==> src/rtl/ppm_encoder_2bits.sv <==
// 2-bit PPM line encoder. Each byte is sent as four symbol periods of eight
// slots. A period carries one dibit, sent MSB first. The line idles high.
// Each dibit is marked by a single low slot at position 2*dibit+1.
// A frame opens with a start-of-frame period, which is low in slots 0-1.
// It closes with an end-of-frame period, which is low in slots 0-3.
// If the next byte is late, the line sends all-high filler periods until it arrives.
module ppm_encoder_2bits (
    input  logic       clk,
    input  logic       rst_n,
    input  logic       clk16,
    input  logic [7:0] tx_data,
    input  logic       tx_valid,
    input  logic       tx_last,
    output logic       tx_ready,
    output logic       dout,
    output logic       busy,
    output logic       frame_done,
    output logic       underrun
);

    typedef enum logic [2:0] {
        S_IDLE,
        S_SOF,
        S_DATA,
        S_FILL,
        S_EOF
    } state_t;

    state_t     r_state;
    state_t     w_state_next;
    logic [2:0] r_slot;
    logic [2:0] w_slot_next;
    logic       r_dout;
    logic       w_dout_next;
    logic [1:0] r_dibit_cnt;
    logic [1:0] w_dibit_cnt_next;
    logic [7:0] r_shift;
    logic [7:0] w_shift_next;
    logic       r_shift_last;
    logic       w_shift_last_next;
    logic [7:0] r_hold_data;
    logic       r_hold_last;
    logic       r_hold_full;
    logic       w_load;
    logic       r_frame_done;
    logic       w_frame_done_next;
    logic       r_underrun;
    logic       w_underrun_next;

    // Next-state, slot and line level. Nothing moves unless a slot strobe is present.
    always_comb begin
        w_state_next      = r_state;
        w_slot_next       = r_slot;
        w_dout_next       = r_dout;
        w_dibit_cnt_next  = r_dibit_cnt;
        w_shift_next      = r_shift;
        w_shift_last_next = r_shift_last;
        w_load            = 1'b0;
        w_frame_done_next = 1'b0;
        w_underrun_next   = 1'b0;
        if (clk16) begin
            if (r_state == S_IDLE) begin
                w_slot_next = 3'd0;
                if (r_hold_full) begin
                    w_state_next = S_SOF;
                end
            end else if (r_slot != 3'd7) begin
                w_slot_next = r_slot + 3'd1;
            end else begin
                // Period boundary: choose what the next period carries.
                w_slot_next = 3'd0;
                case (r_state)
                    S_SOF: begin
                        w_load           = 1'b1;
                        w_state_next     = S_DATA;
                        w_dibit_cnt_next = 2'd0;
                    end
                    S_DATA: begin
                        if (r_dibit_cnt != 2'd3) begin
                            w_dibit_cnt_next = r_dibit_cnt + 2'd1;
                            w_shift_next     = {r_shift[5:0], 2'b00};
                        end else if (r_shift_last) begin
                            w_state_next = S_EOF;
                        end else if (r_hold_full) begin
                            w_load           = 1'b1;
                            w_dibit_cnt_next = 2'd0;
                        end else begin
                            w_state_next    = S_FILL;
                            w_underrun_next = 1'b1;
                        end
                    end
                    S_FILL: begin
                        if (r_hold_full) begin
                            w_load           = 1'b1;
                            w_state_next     = S_DATA;
                            w_dibit_cnt_next = 2'd0;
                        end else begin
                            w_underrun_next = 1'b1;
                        end
                    end
                    S_EOF: begin
                        w_state_next      = S_IDLE;
                        w_frame_done_next = 1'b1;
                    end
                    default: begin
                        w_state_next = S_IDLE;
                    end
                endcase
            end
            if (w_load) begin
                w_shift_next      = r_hold_data;
                w_shift_last_next = r_hold_last;
            end
            // The line level follows the slot being entered. In DATA, the current dibit is always shift[7:6].
            case (w_state_next)
                S_SOF:   w_dout_next = |w_slot_next[2:1];
                S_DATA:  w_dout_next = (w_slot_next != {w_shift_next[7:6], 1'b1});
                S_EOF:   w_dout_next = w_slot_next[2];
                default: w_dout_next = 1'b1;
            endcase
        end
    end

    // Encoder state registers and registered line/pulse outputs.
    always_ff @(posedge clk or negedge rst_n) begin
        if (!rst_n) begin
            r_state      <= S_IDLE;
            r_slot       <= 3'd0;
            r_dout       <= 1'b1;
            r_dibit_cnt  <= 2'd0;
            r_shift      <= 8'd0;
            r_shift_last <= 1'b0;
            r_frame_done <= 1'b0;
            r_underrun   <= 1'b0;
        end else begin
            r_state      <= w_state_next;
            r_slot       <= w_slot_next;
            r_dout       <= w_dout_next;
            r_dibit_cnt  <= w_dibit_cnt_next;
            r_shift      <= w_shift_next;
            r_shift_last <= w_shift_last_next;
            r_frame_done <= w_frame_done_next;
            r_underrun   <= w_underrun_next;
        end
    end

    // One-entry holding register. A load frees the entry before an acceptance on the same edge refills it.
    always_ff @(posedge clk or negedge rst_n) begin
        if (!rst_n) begin
            r_hold_data <= 8'd0;
            r_hold_last <= 1'b0;
            r_hold_full <= 1'b0;
        end else begin
            if (w_load) begin
                r_hold_full <= 1'b0;
            end
            if (tx_valid && !r_hold_full) begin
                r_hold_data <= tx_data;
                r_hold_last <= tx_last;
                r_hold_full <= 1'b1;
            end
        end
    end

    assign tx_ready   = !r_hold_full;
    assign dout       = r_dout;
    assign busy       = (r_state != S_IDLE);
    assign frame_done = r_frame_done;
    assign underrun   = r_underrun;

endmodule

==> config.mk <==
export PLATFORM = sky130hd
export DESIGN_NAME = ppm_encoder_2bits
export DESIGN_NICKNAME = d
export VERILOG_FILES = /design/src/rtl/ppm_encoder_2bits.sv
export SDC_FILE = /design/constraint.sdc
export NUM_CORES = 1
export LEC_CHECK = 0
export BUFFER_PORTS_ARGS = -buffer_cell sky130_fd_sc_hd__buf_2
export CORE_AREA = 2 2 57 72
export CTS_CLUSTER_DIAMETER = 150
export CTS_CLUSTER_SIZE = 24
export DETAILED_ROUTE_END_ITERATION = 12
export DIE_AREA = 0 0 59 74
export GPL_TIMING_DRIVEN = 0
export SLEW_MARGIN = 0
export SYNTH_ARGS = -nofsm -noshare
export SYNTH_HDL_FRONTEND = slang
export SYNTH_SLANG_ARGS = --single-unit
==> constraint.sdc <==
create_clock -name clk -period 5.25 [get_ports clk]
set_input_delay 1.05 -clock clk [delete_from_list [all_inputs] [get_ports clk]]
set_output_delay 1.05 -clock clk [all_outputs]
set_load 0.01 [all_outputs]
==> flow_summary.json, run 1 <==
{
  "path_clk_slew_ns": 0.07,
  "fin_tns_setup_ns": 0,
  "yosys_warnings": 0,
  "fmax_mhz": 382.8,
  "tightest_slew_ns": 0.6596,
  "slew_violations": 0,
  "grt_overflow": 0,
  "grt_pass1_vias": 1141,
  "cts_hold_buf": 0,
  "insertion_delay_ns": 0.29,
  "critPathRequiredTime_ns": 4.20,
  "grt_usage_pct": 16.10,
  "portBuffers": 16,
  "layout-drive-gt1-share_pct": 26.79,
  "dieArea_sq_mm": 0.004366,
  "drt_iter0_markers": 36,
  "syn_area_sq_mm": 0.001513,
  "htreeDepth": 2,
  "core_sq_mm": 0.003691,
  "syn-num-nets": 160,
  "cts_tree": "done",
  "crit_type": "flop to output pin",
  "root_buffer": "clkbuf_8",
  "cts_setup_buffers": 0,
  "num_rows": 25,
  "slew_headroom_pct": 56.03,
  "cts_resized": 0,
  "synth_edf_count": 0,
  "synth_cells": 144,
  "leakage_nw": 0.7628,
  "grt_max_degree": 31,
  "status": "finished clean",
  "ir_worst_vdd_v": 0.0002849,
  "start_util_pct": 40.98,
  "synthArstFlopShare_pct": 100.0,
  "via_count": 1119,
  "firstDrtPassIters": 4,
  "critPathCaptureType": "output pin",
  "ys_seq_elements": 30,
  "fin_skew_ns": 0.002723,
  "nets": 183,
  "wl_microns": 3039,
  "hold_violations": 0,
  "critPathArrivalTime_ns": 1.56,
  "synth-seq-area-share_pct": 49.71,
  "fin_crit_sh_pct": 49.75,
  "vias_per_cell": 5.380,
  "clockBufferDepth": 2,
  "powerDensity_mw_per_mm2": 504.4,
  "syn_avg_cell_area_sq_um": 10.50,
  "whs_ns": 0.4873,
  "gp_congestion": 0.8235,
  "cts.sinks": 30,
  "drc": 0,
  "hpwl_microns": 2161,
  "ys_types": 39,
  "crit_fanout": 10,
  "grt_pass1_wl_microns": 5181,
  "rsz0062_at_grt": "no",
  "cts_inserted_buffers": 5,
  "antenna_found_initial": 0,
  "fin_crit_ns": 2.612,
  "start_kind": "flop",
  "wire_per_inst_microns": 14.61,
  "area_delta_synth_final_pct": 14.89,
  "setup_viol": 0,
  "die_w_microns": 59,
  "min_path_type": "flop to flop",
  "die_h_microns": 74,
  "cap_violations": 0,
  "n_antenna_cell": 0,
  "antenna_left": 0,
  "ys.flop_type": "dfrtp_1",
  "num_io_pins": 18
}
-- placed cells by master (no fill, tap or decap), types with 2 or more instances in the layout --
cell	count
a31oi_1	2
nor2b_1	3
o31ai_1	3
dfrtp_1	29
buf_6	3
nand2_1	11
nor4_1	2
nand3_1	3
clkbuf_1	2
clkbuf_8	6
inv_1	7
o21ai_0	7
o21bai_1	2
buf_2	19
mux2_2	12
o22ai_1	5
ha_1	3
nand2b_1	2
a22o_1	2
and2_1	2
mux2i_1	2
a21oi_1	11
nor2_1	9
nor3_1	3
-- critical path, cell delays in order, from the launching register on --
cell     delay (ns)
dfrtp_1        0.39
buf_2          0.18
nor3_1         0.31
inv_1          0.21
buf_2          0.19
-- report_power, final --
part           internal, mW  switching (mW)  leakage, nW  total, mW
clock                 0.105          0.0927       0.0472      0.198
combinational         0.153           0.146        0.348      0.298
sequential            0.323          0.0572        0.368      0.380
-- through the flow --
stage | util, % | setup slack (ns) | instance area (sq um) | total power [mW] | instances
2_1_floorplan | - | 3.176 | 1513 | 0.6119 | 144
3_3_place_gp | 44.51 | 2.899 | 1643 | 0.6662 | 200
3_5_place_dp | 44.51 | 2.934 | 1643 | 0.6835 | 200
4_1_cts | 47.08 | 2.643 | 1738 | 0.8849 | 208
5_1_grt | 47.08 | 2.521 | 1738 | 0.9369 | 208
6_report | 47.08 | 2.638 | 1738 | 0.8765 | 208
-- cell type report --
class,count,area [sq um]
fillers,366,1953
flip-flops and latches,30,752.0
multi-input cells,98,674.4
clock buffers,6,82.58
repair buffers,16,80.08
plain buffers,9,60.06
well taps,40,50.05
inverters,7,26.28
clock inverters,2,12.51
-- routing by layer --
layer / GRT usage [%] / share of wire (%) / vias to the layer above
met5: 0 / 0 / -
met4: 6.818 / 1.3 / 0
met3: 4.174 / 3.6 / 4
met2: 27.78 / 51 / 22
met1: 18.83 / 44 / 534
li1: - / - / 559
-- logic make-up after synthesis --
| logic type | Yosys count | share of synthesized area (%) |
|---|---|---|
| compound gates | 37 | 15.30 |
| xor+xnor | 1 | 0.5791 |
| fa+ha+maj | 3 | 2.482 |
| buf+inv | 16 | 5.707 |
| flops | 30 | 49.71 |
| mux | 15 | 11.75 |
| simple gates | 42 | 14.47 |
-- sequential cells by signal, indices dropped and copies added, names as in the netlist, 2 cells and up --
signal,cells
r_state,3
r_hold_data,8
r_slot,3
r_dibit_cnt,2
r_shift,8
-- Yosys cell counts, drive strengths merged, types with 2 or more instances --
| cell | number | area, sq um |
|---|---|---|
| a21oi | 11 | 55.05 |
| a22o | 2 | 17.52 |
| a31oi | 2 | 12.51 |
| and2 | 2 | 12.51 |
| buf | 7 | 52.54 |
| clkbuf | 2 | 7.510 |
| dfrtp | 29 | 725.7 |
| ha | 3 | 37.54 |
| inv | 7 | 26.28 |
| mux2 | 12 | 135.1 |
| mux2i | 3 | 42.54 |
| nand2 | 11 | 41.29 |
| nand2b | 2 | 12.51 |
| nand3 | 3 | 15.01 |
| nor2 | 10 | 40.04 |
| nor2b | 3 | 18.77 |
| nor3 | 3 | 15.01 |
| nor4 | 2 | 12.51 |
| o21ai | 7 | 35.03 |
| o21bai | 2 | 15.01 |
| o22ai | 5 | 31.28 |
| o31ai | 3 | 22.52 |
-- worst paths after layout --
path | from | end | slack, ns | cells after the start
worst max-delay path | r_state[1] | busy | 2.64 | 4
worst min-delay path | dout | dout | 0.49 | 2
worst max register to register | r_slot[0] | dout | 3.02 | 10
worst min register to register | dout | dout | 0.49 | 2
max in group asynchronous | rst_n | r_shift[6] | 4.03 | 1
min in group asynchronous | rst_n | r_state[2] | 0.79 | 1
Power figures use the tool's default switching activity.
==> run 2, diff against run 1 <==
==> constraint.sdc (replaced) <==
create_clock -name clk -period 2.19 [get_ports clk]
set_input_delay 0.438 -clock clk [delete_from_list [all_inputs] [get_ports clk]]
set_output_delay 0.438 -clock clk [all_outputs]
set_load 0.01 [all_outputs]
==> run 2 against run 1 <==
Clock power increased by 140%. Critical path depth increased by 6. Cell count increased by 1.4%. First-iteration DRC count increased by 31%. Critical path type is now flop to flop. Wire length increased by 4.0%. Setup slack got worse by 2.5 ns. Non-clock buffer count increased by 3. Via count increased by 2.9%. Core utilization increased by 1.6 points. Sequential share of layout area decreased by 1.4 points. Highest routed layer unchanged.
==> flow_summary.json, run 2 (synthesized netlist as in run 1, its figures left out) <==
{
  "gp_congestion": 0.8235,
  "num_rows": 25,
  "fin_skew_ns": 0.002388,
  "cts_tree": "done",
  "layout_commonest_cell": "dfrtp_1",
  "fin_crit_sh_pct": 94.78,
  "path_clk_slew_ns": 0.07,
  "reg_top3": "r_hold_data x8, r_shift x8",
  "slew_headroom_pct": 55.99,
  "setup_viol": 0,
  "antenna_left": 0,
  "grt_pass1_wl_microns": 5230,
  "root_buffer": "clkbuf_8",
  "p_total_mw": 2.182,
  "insertion_delay_ns": 0.29,
  "critPathArrivalTime_ns": 2.29,
  "status": "finished clean",
  "crit_buf_inv": 2,
  "crit_path_frequent_cell": "buf_6",
  "grt_pass1_vias": 1150,
  "via_count": 1152,
  "p_comb_share_pct": 36.4,
  "multiInputGateArea_sq_um": 708.2,
  "cts.sinks": 30,
  "hold_violations": 0,
  "power_switching_share_pct": 33.59,
  "vias_per_cell": 5.460,
  "crit_type": "flop to flop",
  "area_delta_synth_final_pct": 18.86,
  "slew_violations": 0,
  "drt_iter0_markers": 47,
  "hpwl_microns": 2161,
  "nFillCells": 364,
  "tightest_slew_ns": 0.6602,
  "clkPwrFrac_pct": 21.7,
  "critPathCaptureType": "flop",
  "firstDrtPassIters": 4,
  "regArea_sq_um": 752.0,
  "core_sq_mm": 0.003691,
  "crit_fanout": 5,
  "antenna_found_initial": 0,
  "drc": 0,
  "ir_worst_vdd_v": 0.0006748,
  "worstPathCellList": "ha_2, ha_4, buf_6, nand4bb_4, or2_4, buf_6, mux2i_4, mux2i_1, o21bai_1, a31oi_1",
  "worst_path_max_delay_cell": "dfrtp_1",
  "grt_usage_pct": 16.22,
  "htreeDepth": 2,
  "layout-drive-gt1-share_pct": 30.41,
  "critPathRequiredTime_ns": 2.40,
  "powerDensity_mw_per_mm2": 1214,
  "cap_violations": 0,
  "fin_crit_ns": 2.076,
  "dieArea_sq_mm": 0.004366,
  "p_int_mw": 1.449,
  "num_io_pins": 18,
  "stdcell_area_sq_mm": 0.001798,
  "start_kind": "flop",
  "wl_microns": 3162,
  "start_util_pct": 40.98,
  "nets": 186,
  "clockBufferDepth": 2,
  "slowest_delay_ns": 0.38,
  "critical_path.top_delay_family": "multiplexers",
  "layout_common_cells": "29 x dfrtp_1, 19 x buf_2, 12 x mux2_2",
  "grt_overflow": 0,
  "cts_hold_buf": 0,
  "seqPwrFrac_pct": 41.9,
  "leakage_nw": 0.7789,
  "cts_inserted_buffers": 5,
  "die_h_microns": 74,
  "die_w_microns": 59,
  "fmax_mhz": 481.8,
  "power_switching_uw": 733.0,
  "min_path_type": "input port to asynchronous set/reset pin",
  "wire_per_inst_microns": 14.99,
  "n_antenna_cell": 0,
  "grt_max_degree": 31,
  "portBuffers": 16,
  "place_area_sq_mm": 0.001643
}
## run 2: cell count changes in the layout (fill, tap and decap cells not counted)
cell,before,now
ha_1,3,1
nand4bb_4,0,1
buf_4,0,2
buf_6,3,4
or2_1,1,0
nand4bb_1,1,0
ha_4,0,1
or2_4,0,1
ha_2,0,1
## run 2: worst reg2reg max path: cells and delay by family, from the launching register on
| family | cells | cell delay (ns) |
|---|---|---|
| fa+ha+maj | 2 | 0.33 |
| compound gates | 2 | 0.25 |
| flops | 1 | 0.38 |
| buf+inv | 2 | 0.24 |
| mux | 2 | 0.42 |
| simple gates | 2 | 0.38 |
## run 2: metal layers
layer  GRT usage, %  share of wire (%)  vias up
li1               -                  -      565
met1          18.86                 42      562
met2          28.15                 53       21
met3          4.174                3.4        4
met4          6.818                1.2        0
met5              0                  0        -
## run 2: path summary, 6_finish.rpt
kind / from / to / slack (ns) / cells past startpoint
min in group clk: tx_data[6] / r_hold_data[6] / 0.37 / 3
worst min-delay path: rst_n / r_state[2] / 0.18 / 1
worst max-delay path: r_slot[0] / dout / 0.11 / 10
worst max register to register: r_slot[0] / dout / 0.11 / 10
max in group asynchronous: rst_n / r_shift[6] / 1.58 / 1
worst min register to register: r_dibit_cnt[1] / r_dibit_cnt[1] / 0.49 / 2
## run 2: timing repair
action / 4_1_cts / 5_1_grt
resized for setup: 1 / 6
setup endpoints to repair: 1 / 10
pin swaps: 2 / 3
buffers inserted: 1 / 1
cloned: 0 / 1
## run 2: power groups by stage
stage	Clock [mW]	Combinational (mW)	Sequential, mW
after floorplan	0	0.582	0.885
after global placement	0	0.685	0.912
after detailed placement	0	0.714	0.925
after CTS	0.484	0.732	0.914
after global routing	0.496	0.886	0.945
final	0.473	0.795	0.914
## run 2: stage by stage
| stage | cells | hold WS, ns | util [%] | worst slack (ns) | setup TNS [ns] |
|---|---|---|---|---|---|
| 3_5_place_dp | 200 | 0.4801 | 44.51 | 0.003353 | 0 |
| 2_1_floorplan | 144 | 0.1424 | - | 0.2341 | 0 |
| 4_1_cts | 209 | 0.1987 | 47.36 | 0.02430 | 0 |
| 3_3_place_gp | 200 | 0.4650 | 44.51 | 0.03628 | 0 |
| 5_1_grt | 211 | 0.2436 | 48.71 | -0.01010 | -0.01010 |
| 6_report | 211 | 0.1776 | 48.71 | 0.1143 | 0 |
## run 2: area by class of cell
| class | instances | share of cell area [%] |
|---|---|---|
| buffer | 9 | 3.688 |
| clock buffer | 6 | 4.593 |
| clock inverter | 2 | 0.6959 |
| inverter | 7 | 1.461 |
| multi-input combinational | 98 | 39.39 |
| sequential | 30 | 41.82 |
| tap | 40 | 2.784 |
| timing repair buffer | 19 | 5.567 |
==> run 3, diff against run 2 <==
--- a/config.mk
+++ b/config.mk
@@ -6,11 +6,11 @@
 export NUM_CORES = 1
 export LEC_CHECK = 0
 export BUFFER_PORTS_ARGS = -buffer_cell sky130_fd_sc_hd__buf_2
-export CORE_AREA = 2 2 57 72
+export CORE_AREA = 2 2 58 70
 export CTS_CLUSTER_DIAMETER = 150
 export CTS_CLUSTER_SIZE = 24
 export DETAILED_ROUTE_END_ITERATION = 12
-export DIE_AREA = 0 0 59 74
+export DIE_AREA = 0 0 60 72
 export GPL_TIMING_DRIVEN = 0
 export SLEW_MARGIN = 0
 export SYNTH_ARGS = -nofsm -noshare
==> run 3 against run 2 <==
Design area rose by 1.2%. Clock power fell by 2%. Register-to-register slack barely moved. Setup slack got worse by 0.011 ns. First-iteration DRC count rose by 77%. Via count fell by 2.8%. Combinational power fell by 2%. Sequential share of layout area fell by 0.49 points. Core utilization rose by 1.4 points. Count of clock-buffer cells in the layout rose by 1. Critical path depth did not move. Critical path type unchanged. Critical endpoint unchanged. Largest power group unchanged. Highest routed layer unchanged.
==> flow_summary.json, run 3 (synthesized netlist as in run 1, its figures left out) <==
{
  "status": "finished clean",
  "slowest_delay_ns": 0.39,
  "reg_top3": "r_hold_data x8, r_shift x8",
  "crit_buf_inv": 2,
  "nFillCells": 336,
  "leakage_nw": 0.7898,
  "grt_usage_pct": 15.70,
  "cts_hold_buf": 0,
  "hold_violations": 0,
  "start_kind": "flop",
  "die_h_microns": 72,
  "fin_util_pct": 50.07,
  "cap_violations": 0,
  "grt_pass1_vias": 1130,
  "layout_common_cells": "29 x dfrtp_1, 18 x buf_2, 12 x mux2_2",
  "regArea_sq_um": 752.0,
  "rrSetupSlack_ns": 0.10,
  "wire_per_inst_microns": 13.26,
  "critPathCaptureType": "flop",
  "seqPwrFrac_pct": 42.2,
  "crit_fanout": 9,
  "place_inst": 212,
  "grt_overflow": 0,
  "crit_type": "flop to flop",
  "start_util_pct": 41.63,
  "portBuffers": 16,
  "layout_commonest_cell": "dfrtp_1",
  "drt_iter0_markers": 83,
  "insertion_delay_ns": 0.28,
  "firstDrtPassIters": 4,
  "min_path_type": "input port to asynchronous set/reset pin",
  "multiInputGateArea_sq_um": 699.4,
  "dieArea_sq_mm": 0.004320,
  "fin_skew_ns": 0.005824,
  "instances_no_fill": 224,
  "gp_congestion": 0.8014,
  "p_total_mw": 2.152,
  "r2r-end": "dout",
  "slew_violations": 0,
  "via_count": 1120,
  "area_delta_synth_final_pct": 20.26,
  "path_clk_slew_ns": 0.07,
  "power_switching_share_pct": 32.63,
  "htreeDepth": 2,
  "cts_tree": "done",
  "fin_crit_ns": 2.087,
  "antenna_found_initial": 0,
  "clkPwrFrac_pct": 21.5,
  "post-place-ws_ns": -0.02376,
  "powerDensity_mw_per_mm2": 1183,
  "slew_headroom_pct": 57.45,
  "wl_microns": 2971,
  "worstRegToRegCells": 10,
  "cts.sinks": 30,
  "clockBufferDepth": 2,
  "critical_path.top_delay_family": "multiplexers",
  "num_io_pins": 18,
  "cts_inserted_buffers": 5,
  "worst_path_max_delay_cell": "dfrtp_1",
  "layout-drive-gt1-share_pct": 29.07,
  "p_int_mw": 1.450,
  "die_w_microns": 60,
  "setup_ws_ns": 0.1032,
  "crit_path_frequent_cell": "ha_1",
  "fin_tns_setup_ns": 0,
  "ir_worst_vdd_v": 0.0006030,
  "nets": 187,
  "grt_pass1_wl_microns": 4995,
  "num_rows": 24,
  "setup_viol": 0,
  "p_comb_share_pct": 36.4,
  "antenna_left": 0,
  "fin_crit_sh_pct": 95.29,
  "hpwl_microns": 2092,
  "tightest_slew_ns": 0.6383,
  "core_sq_mm": 0.003633,
  "n_antenna_cell": 0,
  "fmax_mhz": 479.2,
  "critPathArrivalTime_ns": 2.30,
  "r2r-start": "r_slot[0]",
  "grt_max_degree": 31,
  "worstPathCellList": "ha_1, ha_1, buf_4, nand4bb_4, or2_1, buf_6, mux2i_4, mux2i_1, o21bai_1, a31oi_1",
  "power_switching_uw": 702.2,
  "drc": 0,
  "critPathRequiredTime_ns": 2.40,
  "root_buffer": "clkbuf_8",
  "vias_per_cell": 5.000
}
[run 3: repair_timing]
item                                    in CTS  in global routing
setup buffers                                3                  1
endpoints found under the setup margin       1                 10
pin swaps                                    1                  2
gates resized for setup                      0                  5
[run 3: metal layers]
| metal | track usage (%) | part of all wire [%] | vias to the layer above |
|---|---|---|---|
| met1 | 18.66 | 46 | 529 |
| met4 | 6.914 | 2.1 | 0 |
| met5 | 0 | 0 | - |
| met2 | 25.72 | 49 | 18 |
| li1 | - | - | 567 |
| met3 | 4.813 | 3.3 | 6 |
[run 3: through the flow]
stage                     area (sq um)  hold WS (ns)
after floorplan                   1513        0.1424
after global placement            1658        0.4647
after detailed placement          1658        0.4799
after CTS                         1784        0.1974
after global routing              1819        0.2291
final                             1819        0.1695
[run 3: power groups by stage]
stage / registers (mW) / logic, mW / clock network [mW]
floorplan: 0.885 / 0.582 / 0
global placement: 0.913 / 0.685 / 0
detailed placement: 0.925 / 0.708 / 0
CTS: 0.909 / 0.758 / 0.471
global route: 0.936 / 0.890 / 0.495
finish: 0.907 / 0.783 / 0.462
[run 3: worst max path at each step]
stage | start | endpoint | depth (start not counted)
after CTS | r_slot[0] | dout | 10
after global placement | r_slot[0] | dout | 10
after detailed placement | r_slot[0] | dout | 10
after floorplan | r_slot[0] | dout | 10
after global routing | r_slot[0] | dout | 10
final | r_slot[0] | dout | 10
[run 3: final cells by class]
cell class,count,share of cell area (%)
flip-flops and latches,30,41.33
inverters,7,1.444
clock buffers,7,4.746
well taps,52,3.576
plain buffers,9,3.439
multi-input cells,98,38.45
clock inverters,1,0.2751
repair buffers,20,6.740
